==> src/rtl/sram_pkg.sv <==
// ----------------------------------------------------------------------------
// sram_pkg
// Shared constants and types for the SRAM read scheduler.
//   PAGE_W        page address width
//   NUM_PORTS     number of requesting output ports
//   PAGE_BATCHES  half-word beats per page (one beat per cycle)
//   MAX_PKT_PAGES page count after which a chain without a tail is aborted
//   state_t       scheduler FSM state (IDLE / READ)
// ----------------------------------------------------------------------------
package sram_pkg;

    localparam int PAGE_W        = 11;
    localparam int NUM_PORTS     = 16;
    localparam int PORT_W        = 4;
    localparam int PAGE_BATCHES  = 8;
    localparam int BCNT_W        = 3;
    localparam int MAX_PKT_PAGES = 64;
    localparam int PCNT_W        = 6;
    localparam int DATA_W        = 16;
    localparam int ECC_W         = 8;

    typedef enum logic {
        IDLE = 1'b0,
        READ = 1'b1
    } state_t;

endpackage

==> src/rtl/sram_read_scheduler_if.sv <==
// ----------------------------------------------------------------------------
// sram_read_scheduler_if
// Request/grant bundle between the output ports and the read scheduler.
//   rd_req       [NUM_PORTS]          per-port request level
//   rd_req_head  [NUM_PORTS*PAGE_W]   port i head page at [11i+10:11i]
//   rd_req_tail  [NUM_PORTS*PAGE_W]   port i tail page, same packing
//   rd_grant     [NUM_PORTS]          one-hot single-cycle grant
// Handshake: a port raises rd_req[i] with head/tail stable and holds it until
// it sees rd_grant[i] high for one cycle; the request is consumed on that
// clock edge, so the port must drop rd_req[i] afterwards.
// Modports: master = requesting ports, slave = scheduler.
// ----------------------------------------------------------------------------
interface sram_read_scheduler_if;
    import sram_pkg::*;

    logic [NUM_PORTS-1:0]        rd_req;
    logic [NUM_PORTS*PAGE_W-1:0] rd_req_head;
    logic [NUM_PORTS*PAGE_W-1:0] rd_req_tail;
    logic [NUM_PORTS-1:0]        rd_grant;

    modport master (
        output rd_req,
        output rd_req_head,
        output rd_req_tail,
        input  rd_grant
    );

    modport slave (
        input  rd_req,
        input  rd_req_head,
        input  rd_req_tail,
        output rd_grant
    );

endinterface

==> src/rtl/rr_arbiter_16.sv <==
// ----------------------------------------------------------------------------
// rr_arbiter_16
// Combinational round-robin pick over 16 requesters.
//   req        request vector
//   ptr        highest-priority index for this pick
//   grant      one-hot winner (all zero when req is zero)
//   grant_idx  binary index of the winner (0 when req is zero)
// ----------------------------------------------------------------------------
module rr_arbiter_16
    import sram_pkg::*;
(
    input  logic [NUM_PORTS-1:0] req,
    input  logic [PORT_W-1:0]    ptr,
    output logic [NUM_PORTS-1:0] grant,
    output logic [PORT_W-1:0]    grant_idx
);

    logic              found;
    logic [PORT_W-1:0] idx;

    // Walk from ptr upwards; the 4-bit index wraps naturally modulo 16.
    always_comb begin
        grant     = '0;
        grant_idx = '0;
        found     = 1'b0;
        idx       = '0;
        for (int i = 0; i < NUM_PORTS; i++) begin
            idx = ptr + PORT_W'(i);
            if (!found && req[idx]) begin
                found      = 1'b1;
                grant[idx] = 1'b1;
                grant_idx  = idx;
            end
        end
    end

endmodule

==> src/rtl/sram_read_scheduler.sv <==
// ----------------------------------------------------------------------------
// sram_read_scheduler
// Arbitrates packet-read requests from 16 output ports for one SRAM and walks
// the packet's page chain, 8 beats per page, forwarding the read data.
// Ports:
//   clk, rst_n          clock, asynchronous active-low reset
//   req_if (slave)      rd_req / rd_req_head / rd_req_tail / rd_grant
//   rd_page_down        page-start strobe to the SRAM interface
//   rd_page             page under read, stable for the whole page
//   rd_next_page        {sram_idx, page} from the jump table (page used)
//   rd_xfer_data        half-word from the SRAM interface (latency 1)
//   out_port            port owning out_data
//   out_data_vld        out_data valid
//   out_data            rd_xfer_data forwarded (zero when not valid)
//   out_end_of_packet   last half-word of the packet
//   out_error           pulse with the last half-word of an aborted chain
//   busy                reading, or data still draining
//   dbg_state           current FSM state
// Optional build SRAM_RD_SCHED_ECC_EN adds:
//   rd_ecc_code         per-page ECC code, sampled in the third page cycle
//   out_ecc_code        ECC code presented with the page's last beat
//   out_ecc_vld         pulse aligned with the page's last beat
// ----------------------------------------------------------------------------
module sram_read_scheduler
    import sram_pkg::*;
(
    input  logic                  clk,
    input  logic                  rst_n,
    sram_read_scheduler_if.slave  req_if,
    output logic                  rd_page_down,
    output logic [PAGE_W-1:0]     rd_page,
    input  logic [15:0]           rd_next_page,
    input  logic [DATA_W-1:0]     rd_xfer_data,
    output logic [PORT_W-1:0]     out_port,
    output logic                  out_data_vld,
    output logic [DATA_W-1:0]     out_data,
    output logic                  out_end_of_packet,
    output logic                  out_error,
    output logic                  busy,
    output state_t                dbg_state
`ifdef SRAM_RD_SCHED_ECC_EN
    ,
    input  logic [ECC_W-1:0]      rd_ecc_code,
    output logic [ECC_W-1:0]      out_ecc_code,
    output logic                  out_ecc_vld
`endif
);

    state_t               state_q, state_d;
    logic [PORT_W-1:0]    rr_q, port_q, arb_idx;
    logic [NUM_PORTS-1:0] arb_grant;
    logic [PAGE_W-1:0]    page_q, tail_q, grant_head, grant_tail;
    logic [BCNT_W-1:0]    bcnt_q;
    logic [PCNT_W-1:0]    pcnt_q;
    logic                 grant_en, page_end, at_tail, runaway, pkt_done;
    logic                 vld_q, eop_q, err_q;
    logic [PORT_W-1:0]    out_port_q;
    logic                 unused_sram_idx;

    assign unused_sram_idx = ^rd_next_page[15:PAGE_W];

    rr_arbiter_16 u_arb (
        .req       (req_if.rd_req),
        .ptr       (rr_q),
        .grant     (arb_grant),
        .grant_idx (arb_idx)
    );

    assign grant_head = req_if.rd_req_head[int'(arb_idx)*PAGE_W +: PAGE_W];
    assign grant_tail = req_if.rd_req_tail[int'(arb_idx)*PAGE_W +: PAGE_W];

    always_comb begin
        state_d  = state_q;
        grant_en = 1'b0;
        page_end = (state_q == READ) && (bcnt_q == BCNT_W'(PAGE_BATCHES - 1));
        at_tail  = (page_q == tail_q);
        // The 64th page without reaching the tail ends the packet with an error.
        runaway  = page_end && !at_tail && (pcnt_q == PCNT_W'(MAX_PKT_PAGES - 1));
        pkt_done = page_end && (at_tail || runaway);
        case (state_q)
            IDLE: begin
                // rst_n gating keeps rd_grant low while reset is held.
                if (rst_n && (req_if.rd_req != '0)) begin
                    grant_en = 1'b1;
                    state_d  = READ;
                end
            end
            READ: begin
                if (pkt_done) begin
                    state_d = IDLE;
                end
            end
            default: state_d = IDLE;
        endcase
    end

    always_ff @(posedge clk or negedge rst_n) begin
        if (!rst_n) begin
            state_q <= IDLE;
            rr_q    <= '0;
            port_q  <= '0;
            page_q  <= '0;
            tail_q  <= '0;
            bcnt_q  <= '0;
            pcnt_q  <= '0;
        end else begin
            state_q <= state_d;
            if (grant_en) begin
                rr_q   <= arb_idx + 1'b1;
                port_q <= arb_idx;
                page_q <= grant_head;
                tail_q <= grant_tail;
                bcnt_q <= '0;
                pcnt_q <= '0;
            end else if (state_q == READ) begin
                // bcnt wraps 7 -> 0, so the next page starts without a bubble.
                bcnt_q <= bcnt_q + 1'b1;
                if (page_end && !pkt_done) begin
                    page_q <= rd_next_page[PAGE_W-1:0];
                    pcnt_q <= pcnt_q + 1'b1;
                end
            end
        end
    end

    // Read data arrives one cycle after each READ cycle; qualifiers follow it.
    always_ff @(posedge clk or negedge rst_n) begin
        if (!rst_n) begin
            vld_q      <= 1'b0;
            eop_q      <= 1'b0;
            err_q      <= 1'b0;
            out_port_q <= '0;
        end else begin
            vld_q <= (state_q == READ);
            eop_q <= pkt_done;
            err_q <= runaway;
            if (state_q == READ) begin
                out_port_q <= port_q;
            end
        end
    end

`ifdef SRAM_RD_SCHED_ECC_EN
    logic [ECC_W-1:0] ecc_q;

    always_ff @(posedge clk or negedge rst_n) begin
        if (!rst_n) begin
            ecc_q        <= '0;
            out_ecc_code <= '0;
            out_ecc_vld  <= 1'b0;
        end else begin
            if ((state_q == READ) && (bcnt_q == BCNT_W'(2))) begin
                ecc_q <= rd_ecc_code;
            end
            out_ecc_vld <= page_end;
            if (page_end) begin
                out_ecc_code <= ecc_q;
            end
        end
    end
`endif

    assign req_if.rd_grant   = grant_en ? arb_grant : '0;
    assign rd_page_down      = (state_q == READ) && (bcnt_q == '0);
    assign rd_page           = page_q;
    assign out_port          = out_port_q;
    assign out_data_vld      = vld_q;
    assign out_data          = vld_q ? rd_xfer_data : '0;
    assign out_end_of_packet = eop_q;
    assign out_error         = err_q;
    assign busy              = (state_q != IDLE) || vld_q;
    assign dbg_state         = state_q;

endmodule
==> src/flat_wrapper.sv <==
// flat-port wrapper written by rule: the top's interface ports become plain ports
module sram_read_scheduler_flat import sram_pkg::*;
  (clk, rst_n, rd_page_down, rd_page, rd_next_page, rd_xfer_data, out_port, out_data_vld, out_data, out_end_of_packet, out_error, busy, dbg_state, req_if_rd_req, req_if_rd_req_head, req_if_rd_req_tail, req_if_rd_grant);
  sram_read_scheduler_if req_if_i ();
  input  logic clk;
  input  logic rst_n;
  output logic rd_page_down;
  output logic [PAGE_W-1:0] rd_page;
  input  logic [15:0] rd_next_page;
  input  logic [DATA_W-1:0] rd_xfer_data;
  output logic [PORT_W-1:0] out_port;
  output logic out_data_vld;
  output logic [DATA_W-1:0] out_data;
  output logic out_end_of_packet;
  output logic out_error;
  output logic busy;
  output state_t dbg_state;
  input wire logic [$bits(req_if_i.rd_req)-1:0] req_if_rd_req;
  input wire logic [$bits(req_if_i.rd_req_head)-1:0] req_if_rd_req_head;
  input wire logic [$bits(req_if_i.rd_req_tail)-1:0] req_if_rd_req_tail;
  output wire logic [$bits(req_if_i.rd_grant)-1:0] req_if_rd_grant;
  assign req_if_i.rd_req = req_if_rd_req;
  assign req_if_i.rd_req_head = req_if_rd_req_head;
  assign req_if_i.rd_req_tail = req_if_rd_req_tail;
  assign req_if_rd_grant = req_if_i.rd_grant;
  sram_read_scheduler u_core (.clk(clk), .rst_n(rst_n), .req_if(req_if_i), .rd_page_down(rd_page_down), .rd_page(rd_page), .rd_next_page(rd_next_page), .rd_xfer_data(rd_xfer_data), .out_port(out_port), .out_data_vld(out_data_vld), .out_data(out_data), .out_end_of_packet(out_end_of_packet), .out_error(out_error), .busy(busy), .dbg_state(dbg_state));
endmodule
==> config.mk <==
export PLATFORM = sky130hd
export DESIGN_NAME = sram_read_scheduler_flat
export DESIGN_NICKNAME = d
export VERILOG_FILES = /design/src/rtl/sram_pkg.sv /design/src/rtl/sram_read_scheduler_if.sv /design/src/rtl/rr_arbiter_16.sv /design/src/rtl/sram_read_scheduler.sv /design/src/flat_wrapper.sv
export SDC_FILE = /design/constraint.sdc
export NUM_CORES = 1
export LEC_CHECK = 0
export CORE_AREA = 3 3 177 179
export CTS_CLUSTER_DIAMETER = 50
export CTS_CLUSTER_SIZE = 10
export DETAILED_ROUTE_END_ITERATION = 10
export DIE_AREA = 0 0 180 182
export RECOVER_POWER = 25
export SLEW_MARGIN = 20
export SYNTH_ARGS = -nofsm -noshare
export SYNTH_HDL_FRONTEND = slang
export SYNTH_HIERARCHICAL = 1
export SYNTH_SLANG_ARGS = --single-unit
==> constraint.sdc <==
create_clock -name clk -period 9.65 [get_ports clk]
set_input_delay 2.895 -clock clk [delete_from_list [all_inputs] [get_ports clk]]
set_output_delay 2.895 -clock clk [all_outputs]
set_load 0.05 [all_outputs]
==> metrics.md <==
| Metric | Value |
|---|---|
| Async S/R FF share, synth | `100%` |
| Worst setup margin | `0.0826 ns` |
| Number of antenna violations at the first check in global routing | `11` |
| DR WL/cell | `28.0 µm` |
| Final instance area | `15,200 µm²` |
| Clock tree sinks | `47` |
| Via count | `approximately 12,000` |
| Min-Delay Startpoint | `u_core/port_q[1]$_DFFE_PN0P_` |
| DR vias/cell | `6.08` |
| Worst reg2reg path endpoint | `u_core/rd_page[2]$_DFFE_PN0P_` |
| Logic pwr share | `92.8%` |
| Routability congestion estimate | `1.04` |
| DRT Wirelength | `53,600 µm` |
| CTS Hold Bufs | `0` |
| Layout cells sized above 1 | `approximately a fifth` |
| Die Ht | `~180 µm` |
| Compound-Gate Fraction of Synth Area | `between 20% and 30%` |
| GR peak layer | `met2` |
| Area of the die | `32,800 µm²` |
| P per Cell Area | `a little under 500 nW/µm²` |
| Most common cell after layout, fill and taps aside | `clkdlybuf4s50_1` |
| Clock Power Share | `2.4%` |
| Final slew viol count | `between 40 and 50` |
| Met3 GRT Util | `a little under 4%` |
| NetSw | `0.00403 W` |
| Sequential power share | `4.8%` |
| Critical-path cell list | `clkdlybuf4s50_1 -> mux4_2 -> mux4_2 -> nor4_4 -> nand4_4 -> or4_4 -> o31ai_4 -> a2111o_1 -> a21oi_1 -> o21ai_0 -> and2_1 -> buf_12` |
| Hold Vio Cnt, Final | `0` |
| Peak VDD IR | `611 µV` |
| Skew final | `0.00303 ns` |
| Largest net degree at the start of global routing | `58` |
| Hold Path Stages | `2` |
| Die Wd | `about 180 µm` |
| Tmin final | `around 9.6 ns` |
| Global Route Usage Sum | `a little under a third` |
| Global-route wire length before repair | `77,000 µm` |
| Post-synthesis xor/xnor area fraction | `2.66%` |
| YS warnings | `6` |
| Critical Path Most Common Cell | `mux4_2` |
| Fin cells | `roughly 1,900` |
| Worst Hold Path EP | `u_core/port_q[1]$_DFFE_PN0P_` |
| Clock slew at reported path FFs | `0.07 ns` |
| Area grow syn2layout | `64.6%` |
| Mapped Area | `around 9300 µm²` |
| Worst-Margin Slew | `2.67 ns` |
| WS Path Type | `in2out` |
| Slowest stage delay, CP | `0.59 ns` |
| Max-cap violations | `1` |
| Post-synth top flop | `dfrtp_1` |
| Internal power | `0.00348 W` |
| Slew margin rel. | `-78.1%` |
| CTS root buffer | `clkbuf_16` |
| Setup slack at placement | `0.0501 ns` |
| Slowest cell on crit path | `mux4_2` |
| Placement Rows | `63` |
| CP Launch Type | `input pin` |
| TritonCTS buffer count | `5` |
| Endpoint class of the critical path | `output pin` |
| Drt pass-1 iters | `6` |
| Clk Latency, worst-skew pair | `approximately 0.29 ns` |
| Post-layout total power | `0.00751 W` |
| Post-synthesis adder-cell area fraction | `2.43%` |
| Dpl cells | `1,899` |
| Reg-to-reg slack, setup | `3.06 ns` |
| Final nets | `1,939` |
| ANT nets after route | `0` |
| Met1 Use GR | `39.0%` |
| DRT iter0 DRCs | `1,250` |
| Fin crit share | `99.1%` |
| Most frequent cells in the layout | `425 x clkdlybuf4s50_1, 142 x nand2_1, 116 x mux4_2, 111 x buf_4, 68 x nor2_1` |
| Met2 usage | `54.8%` |
| Io pins | `455` |
| Crit path buf inv count | `2` |
| Worst slack on hold paths | `roughly 0.47 ns` |
| CP required | `slightly below 7 ns` |
| Mux contribution to synthesized area | `34.5%` |
| Final Setup Violations | `0` |
| Largest family of logic cells by synthesized area | `multiplexers` |
| Fmax achieved | `105 MHz` |
| Cell leakage power | `approximately 5.8 nW` |
| Grt total ovfl | `0` |
| H-tree levels | `2` |
| Syn Area/Cell | `approximately 8.9 µm²` |
| Crit path arrival time | `6.67 ns` |
| CTS max path bufs | `2` |
| Max FO, Critical Path | `7` |
| Mapped Cells | `1,035` |
| Via count of the first global-routing pass | `11,500` |
| Worst r2r src | `u_core/rr_q[1]$_DFFE_PN0P_` |
| Number of enable flip-flop cells after synthesis | `0` |
| Fillers | `2,731` |
| Status | `finished, violations left` |
| Core Area | `roughly 30,000 µm²` |
| CTS tree | `done` |
| Starting Density | `31.2%` |
| Syn_nets | `1,455` |
| Worst Hold Class | `reg2reg` |
| Yosys reg bits | `47` |
| Top delay family on crit path | `simple AND/OR/NAND/NOR gates` |
| HPWL Detailed | `between 40,000 and 50,000 µm` |
| Simple-Gate Fraction of Synth Area | `between 20% and 30%` |
| Reg2reg path depth | `20` |
| Seq/Total Area, Yosys | `12.7%` |
| Dpl cell area | `approximately 15,000 µm²` |
| Synth cell types | `84` |
| Failing checks | `capacitance limit, slew limit` |
| # port buffers | `449` |
| Sw Ratio | `between 50% and 60%` |
| DRC viols | `0` |
-- layout make-up --
cell class / instances / area [µm²] / area share [%]
inverters: 13 / 48.8 / 0.320
clock buffers: 6 / 139 / 0.912
well taps: 390 / 488 / 3.20
repair buffers: 569 / 5650 / 37.1
clock inverters: 2 / 16.3 / 0.107
multi-input cells: 883 / 7700 / 50.5
diodes: 7 / 17.5 / 0.115
flip-flops and latches: 47 / 1180 / 7.72
-- registers in the layout, summed over array words and instances, names as in the netlist, 3 cells and up --
| name | count |
|---|---|
| u_core/rd_page | 11 |
| u_core/tail_q | 11 |
| u_core/pcnt_q | 6 |
| u_core/out_port | 4 |
| u_core/port_q | 4 |
| u_core/rr_q | 4 |
| u_core/bcnt_q | 3 |
-- worst max-delay path by stage --
stage                           startpoint                  end  cells after the start
after floorplan           req_if_rd_req[0]   req_if_rd_grant[5]                     12
after global placement    req_if_rd_req[4]   req_if_rd_grant[4]                     13
after detailed placement  req_if_rd_req[4]   req_if_rd_grant[4]                     13
after CTS                 req_if_rd_req[1]   req_if_rd_grant[4]                     13
after global routing      req_if_rd_req[3]  req_if_rd_grant[10]                     15
final                     req_if_rd_req[3]   req_if_rd_grant[7]                     12
-- per-layer routing --
metal	up-vias	wire length, µm
met4	2	1800
met3	109	3830
met2	703	27500
li1	5132	-
met5	-	13
met1	5706	20500
-- metrics by stage --
step / setup TNS, ns / util (%)
floorplan: 0 / -
global placement: 0 / 50.4
detailed placement: 0 / 50.4
CTS: 0 / 50.9
global route: -0.0296 / 51.3
finish: 0 / 51.3
-- what timing repair did --
action / CTS / global route
endpoints found under the hold margin: 0 / 0
endpoints found under the setup margin: 0 / 15
gates resized for setup: 0 / 20
setup buffers: 0 / 3
-- cell families (layout without fill, tap and decap cells) --
| logic type | count (synthesis) | count (layout) |
|---|---|---|
| compound gates | 257 | 257 |
| xor+xnor | 26 | 26 |
| fa+ha+maj | 18 | 18 |
| buf+inv | 105 | 590 |
| flops | 47 | 47 |
| mux | 171 | 171 |
| other cells | 0 | 7 |
| simple gates | 411 | 411 |
-- power groups by stage --
stage	registers [W]	clock network [W]	logic, W
2_1_floorplan	0.000440	0	0.00456
3_3_place_gp	0.000357	0	0.00684
3_5_place_dp	0.000361	0	0.00683
4_1_cts	0.000358	0.000185	0.00686
5_1_grt	0.000370	0.000193	0.00732
6_report	0.000359	0.000182	0.00697
-- worst register-to-register path, stage by stage, from the launching register on --
cell and delay [ns]:
dfrtp_1 0.46, buf_4 0.38, ha_1 0.48, xor2_1 0.58
nor2_1 0.30, a2111oi_4 0.42, buf_4 0.21, and3_2 0.23
buf_4 0.15, and3_1 0.21, buf_12 0.15, buf_4 0.14
a2111oi_0 0.09, a221oi_1 0.43, nor4_1 0.12, o41ai_2 0.52
buf_12 0.35, mux4_2 0.41, a22o_1 0.24, a221oi_1 0.42
o221ai_1 0.17
-- cells in the mapped netlist, types with 7 or more instances --
master,number,area [µm²]
o21ai_1,15,75.1
nand2_1,142,533
nand4_1,13,81.3
clkbuf_1,60,225
mux2_2,26,293
xnor2_1,20,175
nand3_1,61,305
o221ai_1,16,140
a31oi_1,16,100
a21oi_1,26,130
nor2_1,69,259
o21ai_0,34,170
inv_1,7,26.3
nor3_1,14,70.1
o22ai_1,23,144
a22o_1,24,210
mux4_2,116,2610
mux2i_1,28,280
o2111ai_1,9,78.8
or3_1,7,43.8
a221oi_1,26,228
and2_1,39,244
a211oi_1,8,60.1
and3_1,18,113
buf_2,19,95.1
o211ai_1,9,67.6
ha_1,18,225
dfrtp_1,47,1180
nor4_1,13,81.3
No activity file was read; power rests on OpenSTA's default activity.
==> variant 1, RTL diff (same settings) <==
Set the package constant `BCNT_W` to 5 (it was 3).
--- a/src/rtl/sram_pkg.sv
+++ b/src/rtl/sram_pkg.sv
@@ -13,7 +13,7 @@
     localparam int NUM_PORTS     = 16;
     localparam int PORT_W        = 4;
     localparam int PAGE_BATCHES  = 8;
-    localparam int BCNT_W        = 3;
+    localparam int BCNT_W        = 5;
     localparam int MAX_PKT_PAGES = 64;
     localparam int PCNT_W        = 6;
     localparam int DATA_W        = 16;
Function: no difference found for any inputs over 4 cycles, from zero or initial values and one cycle with rst_n low; that may be too few to reach the edited logic, so the function may still have changed.
==> variant 1 against the original RTL <==
The flow still finishes with violations (capacitance limit, slew limit); setup slack lost 4.8 ps; sequential cell count is 2 higher; area after synthesis increased by 1.3%; cell area rose by 2.2%; power fell by 12%; critical path depth stayed put; die area stayed put; critical endpoint unchanged; wire length rose by 1.7%.
==> variant 1: results (changes against the original RTL) <==
Placement
* **placed inst area** 15,300 um^2, +2.3%
* **post-placement setup slack** -7.87 ps, -58.0 ps
* **Final GP Congestion** 0.972, -6.3%
* **number of I/O port buffers** 449, unchanged
* **HPWL Detailed** 45.7 mm, +2.3%

Timing
* **worst setup slack after layout** 77.8 ps, -4.81 ps
* **count of final max-slew check failures** 50, +4.2%
* **clock skew after layout** 9.03 ps, +6.00 ps
* **transition time at the pin with the least slew margin** 2680 ps, +12.7 ps

Power
* **peak ir drop on the vdd network** 0.000477 V, -22%
* **leakage power summed over all cells** 5.96 nW, +3.3%
* **clock share of power** 2.7%, +0.3 points
* **switching share of power** 53.0%, -0.60 points

Clock tree
* **clock buffer count from CTS** 5, unchanged
* **clock insertion delay at the later pin of the skew report** 300 ps
* **Max clock buf depth** 2, unchanged
* **Worst-path clk slew** 60 ps

Setup path
* **reg-to-reg critical path endpoint** u_core/tail_q[4]
* **Max Fanout on Critical Path** 4, -3
* **Crit-path slowest cell** or4_4
* **worst reg-to-reg setup slack** 3170 ps, +110 ps
* **crit path launch** req_if_rd_req[4]

Synth
* **proportion of synthesized chip area in sequential cells** 13.1%, +0.38 points
* **synthesized-area fraction occupied by adder cells** 2.27%, -0.16 points
* **share of the synthesized area in compound gates (AO/OA/AOI/OAI)** 20.0%, -0.17 points
* **async set-or-reset flop fraction in the synthesized netlist** 100%, unchanged
* **mux share of post-synthesis cell area** 34.0%, -0.54 points
* **synthesized-area fraction occupied by xor and xnor cells** 2.72%, +0.060 points
* **post-synthesis net count** 1,469, +0.96%
* **dominant cells by area after synthesis** mux4_2 28%, dfrtp_1 13%, nand2_1 5.8%
* **Yosys cell types** 83, -1.2%
* **cell types with the highest counts after synthesis** 144 x nand2_1, 116 x mux4_2, 70 x nor2_1

Routing
* **mean routed wirelength per cell** 27.7 um, -0.92%
* **TritonRoute pass-1 iters** 6, unchanged
* **Vias per Instance** 6.03, -0.75%
* **Detailed Route Iter0 Violations** 1,145, -8.4%

Outcome
* **failing checks** capacitance limit, slew limit
* **outcome** finished with violations

Worst hold path
* **class of the tightest hold or removal check** flop to flop
* **endpoint with the worst hold slack** u_core/port_q[1]

Global routing
* **via count of the first global-routing pass** 11,813, +2.3%
* **global-route usage over all layers** 31.4%, +0.47 points
* **first-pass GRT wire length** 77.2 mm, +0.22%
* **maximum number of pins on one net before global-route repair** 89, +53%
* **number of antenna violations at the first check in global routing** 15, +4

Final layout
* **# fillers** 2,771, +1.5%
* **final-stage net count** 1,985, +2.4%
* **fraction of final layout cells with drive strength greater than 1** 22.9%, +1.6 points

Run
* **max-capacitance violation count** 1, unchanged

## variant 1: cells by family (layout without fill, tap and decap cells)
| kind of cell | count (synthesis) | in the layout |
|---|---|---|
| buf+inv | 107 | 623 |
| compound gates | 259 | 259 |
| fa+ha+maj | 17 | 17 |
| flops | 49 | 49 |
| mux | 170 | 170 |
| xor+xnor | 27 | 27 |
| simple gates | 421 | 421 |
| other cells | 0 | 11 |
## variant 1: layout make-up
cell class                      instances  area, um^2  share of cell area, %
Clock buffer                            7         143                  0.916
Tap cell                              390         488                   3.13
Multi-Input combinational cell        894        7770                   49.9
Antenna cell                           11        27.5                  0.177
Inverter                               13        48.8                  0.313
Timing Repair Buffer                  603        5870                   37.7
Sequential cell                        49        1230                   7.87
## variant 1: layer usage
layer / GRT usage (%) / vias up / routed length, um
met5: 0 / - / 0
met4: 13.9 / 0 / 2400
met3: 7.99 / 97 / 5070
met2: 52.4 / 727 / 26700
met1: 38.5 / 5793 / 20300
li1: - / 5249 / -
## variant 1: stage by stage
| stage | total power [mW] | cells | hold WS [ps] | util, % | TNS [ps] |
|---|---|---|---|---|---|
| floorplan | 4.29 | 1050 | 440 | - | 0 |
| global placement | 6.31 | 1947 | 462 | 51.5 | -48.4 |
| detailed placement | 6.31 | 1947 | 461 | 51.5 | -9.18 |
| CTS | 6.52 | 1954 | 476 | 52.0 | 0 |
| global route | 6.97 | 1965 | 508 | 52.4 | -14.8 |
| finish | 6.61 | 1967 | 479 | 52.4 | 0 |
## variant 1: repair_timing
action / 4_1_cts / 5_1_grt
gates resized for setup: 8 / 15
pin swaps: 3 / 9
buffers inserted: 0 / 2
endpoints found under the setup margin: 2 / 16
cloned: 0 / 0
==> variant 2, RTL diff (config.mk and constraints unchanged) <==
Made on the original files. Put one more register stage on the output `dbg_state`. The value now appears one clock later. The other outputs are not delayed to match.
--- a/src/rtl/sram_read_scheduler.sv
+++ b/src/rtl/sram_read_scheduler.sv
@@ -169,6 +169,8 @@
     assign out_end_of_packet = eop_q;
     assign out_error         = err_q;
     assign busy              = (state_q != IDLE) || vld_q;
-    assign dbg_state         = state_q;
+    always_ff @(posedge clk) begin
+        dbg_state <= state_q;
+    end
 
 endmodule
Behaviour: not the same (a bounded check fails within 4 cycles, from zero or initial values and one cycle with rst_n low).
==> variant 2 against the original RTL <==
The run still ends with capacitance limit, slew limit left; non-clock buffer count up 6; area after synthesis up 0.22%; cell area up 0.40%; sequential cell count up 1; setup slack worse by 41 ps; wire length up 4.0%; hold slack better by 6.7 ps; first-iteration DRC count up 35%; sequential share of layout area up 0.11 points; maximum frequency down 0.42%; clock skew up 2.1 ps; global-route usage up 1.1 points; power up 0.15%; highest routed layer unchanged.
==> variant 2: results (changes against the original RTL) <==
Final layout
* **fraction of final layout cells with drive strength greater than 1** 21.5%, +0.30 points

Global routing
* **via count of the first global-routing pass** 11,430, -1.0%
* **number of antenna violations at the first check in global routing** 10, -1
* **first-pass GRT wire length** 78.7 mm, +2.2%
* **total overflow reported by the global router** 0, unchanged
* **global-route usage over all layers** 32.1%, +1.1 points

Timing
* **count of final max-slew check failures** 48, unchanged
* **minimum hold slack** 478 ps, +6.69 ps
* **slew margin rel.** -69.2%, +8.8 points
* **clock skew after layout** 5.09 ps, +2.07 ps

Worst hold path
* **class of the tightest hold or removal check** flop to flop
* **endpoint with the worst hold slack** u_core/port_q[3]
* **worst hold path startpoint** u_core/port_q[3]

Routing
* **TritonRoute pass-1 iters** 8, +2
* **Detailed Route Iter0 Violations** 1,689, +35%
* **Vias per Instance** 6.13, +0.84%
* **mean routed wirelength per cell** 29.0 um, +3.8%
* **total wire length** 55.8 mm, +4.0%

Outcome
* **failing checks** capacitance limit, slew limit
* **outcome** finished with violations

Setup path
* **Max Fanout on Critical Path** 5, -2
* **r2r worst-path depth** 18, -10%
* **critical path arrival** 6710 ps, +40 ps
* **reg-to-reg critical path endpoint** u_core/rd_page[2]
* **worst reg-to-reg setup slack** 2640 ps, -420 ps

Synth
* **post-synthesis net count** 1,456, +0.069%
* **Avg Inst Size Synth** 8.96 um^2, +0.12%
* **proportion of synthesized chip area in sequential cells** 12.9%, +0.19 points
* **cell types with the highest counts after synthesis** 142 x nand2_1, 116 x mux4_2, 69 x nor2_1
* **Yosys cell types** 85, +1.2%
* **async set-or-reset flop fraction in the synthesized netlist** 97.9%, -2.1 points
* **dominant cells by area after synthesis** mux4_2 28%, dfrtp_1 13%, nand2_1 5.7%

Placement
* **HPWL Detailed** 46.5 mm, +4.1%
* **post-placement setup slack** 16.1 ps, -34.1 ps
* **Final GP Congestion** 0.998, -3.8%
* **number of placed instances, taps included** 1,904, +0.26%
* **placed inst area** 15,000 um^2, +0.34%

Power
* **leakage power summed over all cells** 5.81 nW, +0.71%
* **peak ir drop on the vdd network** 0.000540 V, -12%

Clock tree
* **clock insertion delay at the later pin of the skew report** 290 ps, about the same
* **Max clock buf depth** 2, unchanged

Run
* **max-capacitance violation count** 1, unchanged

-- variant 2: critical path: stages --
cell and delay (ps):
clkdlybuf4s50_1 490, buf_4 190, mux4_2 440, mux2_2 310, nand2b_1 160, a21boi_1 310
buf_4 200, nand2_1 70, buf_4 170, nor4_4 370, buf_4 180, nand2_1 200
o211ai_1 260, a221o_1 150, and2_1 180, buf_12 150
-- variant 2: area by class of cell --
class	count	area [um^2]
Fill cell	2725	14400
Multi-Input combinational cell	883	7700
Timing Repair Buffer	575	5700
Sequential cell	48	1200
Tap cell	390	488
Clock buffer	6	139
Inverter	13	48.8
Antenna cell	5	12.5
Clock inverter	2	10.0
-- variant 2: logic make-up (layout without fill, tap and decap cells) --
family | count (synthesis) | after routing | share of synthesized area (%)
buffers and inverters | 105 | 596 | 5.03
and+or+nand+nor | 411 | 411 | 22.4
adders and majority gates | 18 | 18 | 2.43
DFF | 48 | 48 | 12.9
other | 0 | 5 | 0
muxes | 171 | 171 | 34.5
AOI/OAI and AO/OA | 257 | 257 | 20.1
xor gates and xnor gates | 26 | 26 | 2.66
-- variant 2: routing by layer --
layer  track usage [%]  vias up  wire (um)
met5                 0        -         13
met4              9.22        2       1910
met3              5.71      106       4560
met2              56.4      729      28200
met1              40.4     5796      21100
li1                  -     5148          -
-- variant 2: worst max-delay path by stage --
stage	cells past startpoint	to	from	slack [ps]
after detailed placement	16	req_if_rd_grant[13]	req_if_rd_req[13]	20
after floorplan	12	req_if_rd_grant[5]	req_if_rd_req[0]	580
after global routing	15	req_if_rd_grant[7]	req_if_rd_req[7]	-10
after global placement	15	req_if_rd_grant[13]	req_if_rd_req[0]	40
final	16	req_if_rd_grant[4]	req_if_rd_req[9]	40
after CTS	16	req_if_rd_grant[13]	req_if_rd_req[13]	5
-- variant 2: report_power, final --
part	internal, mW	switching (mW)
sequential	0.285	0.0921
clock	0.102	0.0743
combinational	3.10	3.86
-- variant 2: timing repair --
item / in CTS / in global routing
resized for setup: 0 / 22
setup buffers: 0 / 5
setup endpoints to repair: 0 / 16
